`config.mk`:
```
export PLATFORM = sky130hd
export DESIGN_NAME = darwin_rx_west
export DESIGN_NICKNAME = d
export VERILOG_FILES = /design/src/rtl/darwin_link_pkg.sv /design/src/rtl/darwin_rx_fifo.sv /design/src/rtl/darwin_rx_west.sv
export SDC_FILE = /design/constraint.sdc
export NUM_CORES = 1
export LEC_CHECK = 0
export BUFFER_PORTS_ARGS = -buffer_cell sky130_fd_sc_hd__buf_2
export CORE_UTILIZATION = 60
export DETAILED_ROUTE_END_ITERATION = 8
export MAX_ROUTING_LAYER = met4
export PLACE_DENSITY = 0.89
export SYNTH_ARGS = -nofsm -noshare
export SYNTH_HDL_FRONTEND = slang
export SYNTH_HIERARCHICAL = 1
export SYNTH_SLANG_ARGS = --single-unit
```
`constraint.sdc`:
```
create_clock -name clk -period 5.3 [get_ports clk]
set_clock_uncertainty 0.1 [all_clocks]
set_input_delay 0.53 -clock clk [delete_from_list [all_inputs] [get_ports clk]]
set_output_delay 0.53 -clock clk [all_outputs]
set_load 0.03 [all_outputs]
```
`src/rtl/darwin_link_pkg.sv`:
```
// Shared definitions for the Darwin3 west-port req/ack link (RX and TX sides).
package darwin_link_pkg;

  // Link word width and matching AXIS byte-enable width
  localparam int LINK_DATA_W = 16;
  localparam int LINK_KEEP_W = LINK_DATA_W / 8;

  // Four-phase handshake FSM encoding, shared with the TX block
  typedef enum logic {
    IDLE = 1'b0,
    ACK  = 1'b1
  } link_state_e;

  // Width of a counter that spans 0..n-1; never narrower than one bit
  function automatic int cnt_width(input int n);
    return (n > 1) ? $clog2(n) : 1;
  endfunction

endpackage

```
`src/rtl/darwin_rx_fifo.sv`:
```
// First-word-fall-through FIFO for received link words.
// Pointers carry one extra wrap bit so full and empty come straight from the registers.
module darwin_rx_fifo #(
  parameter int DATA_W = 16,
  parameter int DEPTH  = 16
) (
  input  logic                     clk,
  input  logic                     rst,
  input  logic                     push_i,
  input  logic [DATA_W-1:0]        push_data_i,
  input  logic                     pop_i,
  output logic [DATA_W-1:0]        head_data_o,
  output logic                     full_o,
  output logic                     empty_o,
  output logic [$clog2(DEPTH):0]   level_o
);

  localparam int AW = $clog2(DEPTH);

  logic [DATA_W-1:0] mem_q [DEPTH];
  logic [AW:0]       wr_ptr_q;
  logic [AW:0]       rd_ptr_q;
  logic              do_push;
  logic              do_pop;

  // Same index with different wrap bits means the write side has lapped the read side
  assign full_o  = (wr_ptr_q[AW] != rd_ptr_q[AW]) && (wr_ptr_q[AW-1:0] == rd_ptr_q[AW-1:0]);
  assign empty_o = (wr_ptr_q == rd_ptr_q);
  assign level_o = wr_ptr_q - rd_ptr_q;

  // Guards make overflow and underflow impossible regardless of the caller
  assign do_push = push_i && !full_o;
  assign do_pop  = pop_i && !empty_o;

  // Head entry is visible without a read request
  assign head_data_o = mem_q[rd_ptr_q[AW-1:0]];

  // Storage write; contents need no reset because empty masks them
  always_ff @(posedge clk) begin
    if (do_push) begin
      mem_q[wr_ptr_q[AW-1:0]] <= push_data_i;
    end
  end

  // Pointer advance on push and pop
  always_ff @(posedge clk or posedge rst) begin
    if (rst) begin
      wr_ptr_q <= '0;
      rd_ptr_q <= '0;
    end else begin
      if (do_push) begin
        wr_ptr_q <= wr_ptr_q + 1'b1;
      end
      if (do_pop) begin
        rd_ptr_q <= rd_ptr_q + 1'b1;
      end
    end
  end

endmodule

```
`src/rtl/darwin_rx_west.sv`:
```
// West-port receiver: synchronises the chip's 4-phase request, captures bundled data
// into a FIFO and presents it as an AXI4-Stream master with fixed-length packets.
module darwin_rx_west
  import darwin_link_pkg::*;
#(
  parameter int DATA_W      = LINK_DATA_W,
  parameter int FIFO_DEPTH  = 16,
  parameter int SYNC_STAGES = 2,
  parameter int PKT_LEN     = 256
) (
  input  logic                          clk,
  input  logic                          rst,
  input  logic [DATA_W-1:0]             RX_DATA_WEST,
  input  logic                          RX_REQ_WEST,
  output logic                          RX_ACK_WEST,
  output logic [DATA_W-1:0]             M_AXIS_TDATA,
  output logic                          M_AXIS_TVALID,
  input  logic                          M_AXIS_TREADY,
  output logic [DATA_W/8-1:0]           M_AXIS_TKEEP,
  output logic                          M_AXIS_TLAST,
  output logic [$clog2(FIFO_DEPTH):0]   fifo_level,
  output logic [31:0]                   word_cnt
);

  localparam int BEAT_W = cnt_width(PKT_LEN);
  localparam logic [BEAT_W-1:0] BEAT_LAST = BEAT_W'(PKT_LEN - 1);

  logic [SYNC_STAGES-1:0] sync_q;
  logic                   req_s;
  link_state_e            state_q;
  logic                   ack_q;
  logic [31:0]            word_cnt_q;
  logic [BEAT_W-1:0]      beat_q;
  logic                   fifo_push;
  logic                   fifo_pop;
  logic                   fifo_full;
  logic                   fifo_empty;

  // Request synchroniser; the data bus is deliberately not synchronised, it is stable by protocol
  always_ff @(posedge clk or posedge rst) begin
    if (rst) begin
      sync_q <= '0;
    end else begin
      sync_q <= {sync_q[SYNC_STAGES-2:0], RX_REQ_WEST};
    end
  end

  assign req_s = sync_q[SYNC_STAGES-1];

  // Capture happens only on the IDLE->ACK transition; a full FIFO withholds the ack
  assign fifo_push = (state_q == IDLE) && req_s && !fifo_full;
  assign fifo_pop  = M_AXIS_TVALID && M_AXIS_TREADY;

  // Handshake FSM with registered ack and accepted-word counter
  always_ff @(posedge clk or posedge rst) begin
    if (rst) begin
      state_q    <= IDLE;
      ack_q      <= 1'b0;
      word_cnt_q <= '0;
    end else begin
      case (state_q)
        IDLE: begin
          if (req_s && !fifo_full) begin
            state_q    <= ACK;
            ack_q      <= 1'b1;
            word_cnt_q <= word_cnt_q + 32'd1;
          end
        end
        ACK: begin
          if (!req_s) begin
            state_q <= IDLE;
            ack_q   <= 1'b0;
          end
        end
        default: begin
          state_q <= IDLE;
          ack_q   <= 1'b0;
        end
      endcase
    end
  end

  // Beat position within the current packet, advanced only by accepted beats
  always_ff @(posedge clk or posedge rst) begin
    if (rst) begin
      beat_q <= '0;
    end else if (fifo_pop) begin
      beat_q <= (beat_q == BEAT_LAST) ? '0 : beat_q + 1'b1;
    end
  end

  darwin_rx_fifo #(
    .DATA_W (DATA_W),
    .DEPTH  (FIFO_DEPTH)
  ) u_fifo (
    .clk         (clk),
    .rst         (rst),
    .push_i      (fifo_push),
    .push_data_i (RX_DATA_WEST),
    .pop_i       (fifo_pop),
    .head_data_o (M_AXIS_TDATA),
    .full_o      (fifo_full),
    .empty_o     (fifo_empty),
    .level_o     (fifo_level)
  );

  assign RX_ACK_WEST   = ack_q;
  assign M_AXIS_TVALID = !fifo_empty;
  assign M_AXIS_TKEEP  = '1;
  assign M_AXIS_TLAST  = M_AXIS_TVALID && (beat_q == BEAT_LAST);
  assign word_cnt      = word_cnt_q;

endmodule

```
Word-level counts from Yosys, hierarchy flattened
Memory sizes are Yosys's and may differ from the RTL's.
Index checks and enable logic that the tools add are counted.
{"block": "classes", "n_addsub": 5, "n_eq_ne": 6, "mux": 9, "n_bitwise": 1, "n_reduce_logical": 12}
{"operator": "32-bit by 1-bit adder with 32-bit output, second input constant", "count": 1}
{"operator": "5-bit by 1-bit adder with 5-bit output, second input constant", "count": 2}
{"operator": "8-bit by 1-bit adder with 8-bit output, second input constant", "count": 1}
{"operator": "8-bit == test, second input constant", "count": 1}
{"operator": "1-bit logical AND", "count": 8}
{"operator": "8-bit two-way mux", "count": 1}
{"operator": "1-bit two-way mux", "count": 6}
{"operator": "5-bit == test", "count": 1}
{"operator": "5-bit subtractor", "count": 1}
{"operator": "4-bit == test", "count": 1}
{"operator": "1-bit one-hot mux with 2 select lines", "count": 2}
{"operator": "2-bit AND reduction", "count": 2}
{"operator": "1-bit zero test", "count": 2}
{"operator": "2-bit by 1-bit inequality test with 1-bit output, second input constant", "count": 1}
{"operator": "2-bit inequality test, second input constant", "count": 1}
{"operator": "1-bit inequality test", "count": 1}
{"operator": "1-bit inverter", "count": 1}
{"block": "word_totals", "regBits": 54, "mem_bits_rw": 256, "input_bits": 20, "output_inout_bits": 58, "wordCells": 41, "memories": 1}
{"memory": "u_fifo.mem_q", "depth": 16, "word_bits": 16, "rd": 1, "rd_clocked_by_memory_dff": 0, "write_ports": 1, "line_no": "darwin_rx_fifo.sv:20", "rtl": "logic [DATA_W-1:0] mem_q [DEPTH];"}

Longest topological paths before layout
{"block": "depth", "depth_word": 7, "mapped_depth": 13, "mapped_depth_nobuf": 9}

By module
Netlist, hierarchy kept.
{"module": "darwin_rx_fifo", "n_inst": 1, "cells_per_inst": 512, "area_each_um2": 10532.6, "seq_area_each_um2": 7937.6}
{"module": "darwin_rx_west", "n_inst": 1, "cells_per_inst": 178, "area_each_um2": 1998.2, "seq_area_each_um2": 1101.1}

Worst setup path after synthesis
OpenSTA, ideal clock, no wires.
{"block": "synth_timing", "kind": "register -> register", "startpoint": "register u_fifo.rd_ptr_q[1]", "endpoint": "memory u_fifo.mem_q[3][0], enable pin", "setup_ps": 409, "arrival_ps": 3595, "required_time_ps": 4791, "setup_slack_ps": 1196, "stages_incl_launch_ff": 14, "path_buffers": 4, "synth_period_minus_slack_ps": 4104, "path_cell_list": "dfrtp_1 > buf_2 > buf_1 > inv_1 > ha_1 > nand4_1 > nor2_1 > or3b_1 > buf_6 > inv_1 > o21a_1 > buf_2 > nand2_1 > nor3_1"}
{"block": "synth_via", "elab_chain_len": 7}
{"element": "start: declaration", "line_no": "darwin_rx_fifo.sv:22", "rtl": "logic [AW:0] rd_ptr_q;"}
{"element": "start signal: assignment", "line_no": "darwin_rx_fifo.sv:55", "rtl": "rd_ptr_q <= rd_ptr_q + 1'b1;"}
{"element": "4-bit == test", "line_no": "darwin_rx_fifo.sv:27", "rtl": "assign full_o = (wr_ptr_q[AW] != rd_ptr_q[AW]) && (wr_ptr_q[AW-1:0] == rd_ptr_q[AW-1:0]);"}
{"element": "1-bit logical AND", "line_no": "darwin_rx_fifo.sv:27"}
{"element": "net fifo_full", "line_no": "darwin_rx_west.sv:36", "rtl": "logic fifo_full;"}
{"element": "1-bit zero test", "line_no": "darwin_rx_west.sv:51", "rtl": "assign fifo_push = (state_q == IDLE) && req_s && !fifo_full;"}
{"element": "1-bit logical AND", "line_no": "darwin_rx_west.sv:51"}
{"element": "net fifo_push", "line_no": "darwin_rx_west.sv:34", "rtl": "logic fifo_push;"}
{"element": "1-bit logical AND", "line_no": "darwin_rx_fifo.sv:32", "rtl": "assign do_push = push_i && !full_o;"}
{"element": "1-bit two-way mux", "line_no": "darwin_rx_fifo.sv:40", "rtl": "if (do_push) begin"}
{"element": "1-bit two-way mux (implied by the code)", "line_no": "darwin_rx_fifo.sv:41", "rtl": "mem_q[wr_ptr_q[AW-1:0]] <= push_data_i;"}
{"element": "end: declaration", "line_no": "darwin_rx_fifo.sv:20"}
The timed path passes the listed nets, and every way through them passes these cells.

Final worst setup path
{"block": "layout_timing", "startpoint": "register u_fifo.rd_ptr_q[3]", "endpoint": "memory u_fifo.mem_q[15][6], enable pin"}
Same word-level chain as after synthesis.

==> out/results.ini <==
[run_status]
outcome=finished clean

[logic_synthesis]
seq_area_frac_synth_pct=72.13
ys_ff_latch=310
yosysTopAreaCellShare_pct=61.35
ys.flop_type=edfxtp_1
async_flop_share_pct=17.42
synthCells=690
synth_edf_count=256
yosysWarnings=6
syn-cell-area_um2=12530
yosysTopAreaCell=edfxtp_1
avgSynthCellArea_um2=18.16
ys_top_cells_by_area=edfxtp_1, dfrtp_1, mux4_2, mux2i_1, xnor2_1
synthDistinctLibCells=43

[cts]
clockBufferDepth=3
cts_tree=yes
cts_sinks=310
clockRootBuffer=clkbuf_16
ctsHtreeMaxLevel=1
numCtsBuffers=30
path_clk_slew_ns=0.07
clkLatencyLatePin_ns=0.55

[worst_setup_path]
crit_slowest_cell=dfrtp_1
path_cells=inv_2 > ha_1 > nand4_1 > nor2_1 > or3b_1 > inv_1 > o21a_1 > nand4_1 > inv_1
setup.worst_path.end_class=register
crit_fanout=20
required_ns=5.38
cp.arrival_ns=4.38
cp_top_family=buffers and inverters
critPathKind=reg -> reg
cpPeakStageDelay_ns=0.80
critPathBufInv=3
start_kind=register

[die]
coreArea_um2=20360
placementRows=52
ios=78
die_h_um=146.5
die_area_um2=21470
die_x_um=146.5
initial_core_util_pct=61.53

[sta]
max_slew_margin_pct=27.76
final.min_clock_period_ns=4.304
period_share_pct=81.20
worstMarginPinSlew_ns=1.080
max_freq_mhz=232.4
hold_viol=0
tns_ns=0
maxSlewViolCount=0
rsz0062_at_grt=no
setup_viol=0

[layout]
final_common_cell=edfxtp_1
final_cell_mix=edfxtp_1, buf_2, dfrtp_1, mux2i_1, mux4_2
area_growth_pct=13.14
nNetsFinal=818
n_fill_cell=1187
design_area_um2=14180
drive_gt1_share_pct=23.20

[drt]
drt_pass1_iterations=5
drt_wl_total_mm=26.86
ant_nets=0
drtIter0Drc=664
dr_total_vias=6819
wl_per_cell_um=24.94
drc=0
viasPerCell=6.331

[run]
cap_viol_max_count=0

[pwr]
power.density_nw_per_um2=533.9
p_leak_nw=5.123
max-vdd-ir-drop_mv=0.3365

[global_routing]
grt_usage_pct=26.93
grt_pass1_vias=7010
antenna_found_initial=1
grt_max_degree=52
grt_overflow=0
grt_pass1_wl_mm=41.69

[worst_hold_path]
hp-class=in -> reg

[placed_design]
portBuffers=75
placedInstanceArea_um2=13200
hpwl_mm=16.98
finalWeightedCongestion=0.8851

what timing repair did:
action	4_1_cts	5_1_grt
resized for setup	0	0
hold buffers	2	0
hold endpoints to repair	11	0
setup buffers	0	0
sequential cells by signal, summed over array words and instances, names as in the netlist:
| name | count |
|---|---|
| word_cnt | 32 |
| beat_q | 8 |
| RX_ACK_WEST | 1 |
| state_q | 1 |
| u_fifo/wr_ptr_q | 5 |
| u_fifo/rd_ptr_q | 5 |
| u_fifo/mem_q | 256 |
| sync_q | 2 |
layer usage:
layer	vias to the layer above	global-route usage, %	part of all wire [%]	wire (µm)
met2	367	43.55	51	13620
met5	-	-	0	0
li1	2916	-	-	-
met1	3480	35.87	39	10500
met4	0	8.646	2.8	756
met3	56	3.719	7.4	1983
final timing paths:
check | endpoint | cells after the start | startpoint | slack [ns]
max | u_fifo/mem_q[15][6]$_DFFE_PP_ | 9 | u_fifo/rd_ptr_q[3]$_DFFE_PP0P_ | 1.0
min | u_fifo/mem_q[8][14]$_DFFE_PP_ | 1 | RX_DATA_WEST[14] | 0.29
max reg2reg | u_fifo/mem_q[15][6]$_DFFE_PP_ | 9 | u_fifo/rd_ptr_q[3]$_DFFE_PP0P_ | 1.0
min reg2reg | sync_q[1]$_DFF_PP0_ | 0 | sync_q[0]$_DFF_PP0_ | 0.30
max in group asynchronous | word_cnt[30]$_DFFE_PP0P_ | 4 | rst | 4.12
min in group asynchronous | u_fifo/rd_ptr_q[2]$_DFFE_PP0P_ | 3 | rst | 0.43
worst reg2reg max path, stage by stage (launching register included):
cell	delay (ns)
dfrtp_1	0.80
inv_2	0.41
ha_1	0.47
nand4_1	0.16
nor2_1	0.07
or3b_1	0.55
inv_1	0.19
o21a_1	0.35
nand4_1	0.22
inv_1	0.58
per-stage QoR:
stage | hold WS (ns) | util, % | setup slack (ns) | total power [W] | std cells
detailed placement | 0.2700 | 64.84 | 1.221 | 0.005507 | 1022
floorplan | 0.2312 | - | 1.196 | 0.004852 | 691
global route | 0.2775 | 69.62 | 0.8269 | 0.007834 | 1077
global placement | 0.2340 | 64.84 | 1.406 | 0.005413 | 1022
CTS | 0.2748 | 69.61 | 1.101 | 0.007575 | 1076
finish | 0.2888 | 69.62 | 0.9962 | 0.007569 | 1077
cells in the mapped netlist, drive strengths merged (2+ instances only):
library cell and n:
a21oi 3, and2 5, dfrtp 54, nand4 25, xnor2 39, mux4 48
xor2 10, a32oi 16, a21o 2, nor2 23, nand2b 2, o21ai 19
edfxtp 256, and4 3, nor3 7, and3 5, ha 11, nand2 23
mux2i 49, buf 22, nand3 12, nor4 2, a22oi 16, inv 15
o21a 2, clkbuf 11, nor2b 2
final cells by class:
cell class                 count  area (µm²)  area share, %
sequential                   310        9044          63.79
multi-input combinational    333        3248          22.91
clock buffer                  33       762.0          5.375
timing repair buffer          96       538.0          3.795
tap                          270       337.8          2.383
clock inverter                19       188.9          1.333
inverter                      15       56.30         0.3971
antenna                        1       2.502        0.01765
logic make-up after synthesis:
logic type | share of synthesized area [%]
flops | 72.13
simple gates | 4.893
mux | 12.87
compound gates | 3.255
xor+xnor | 3.425
buf+inv | 2.137
fa+ha+maj | 1.258
other cells | 0.02993
power by group:
group	total, W	internal (W)	switching, W
Clock	0.00205	0.00118	0.000870
Combinational	0.00243	0.000903	0.00152
Sequential	0.00309	0.00284	0.000258
(Power assumes the default switching activity.)
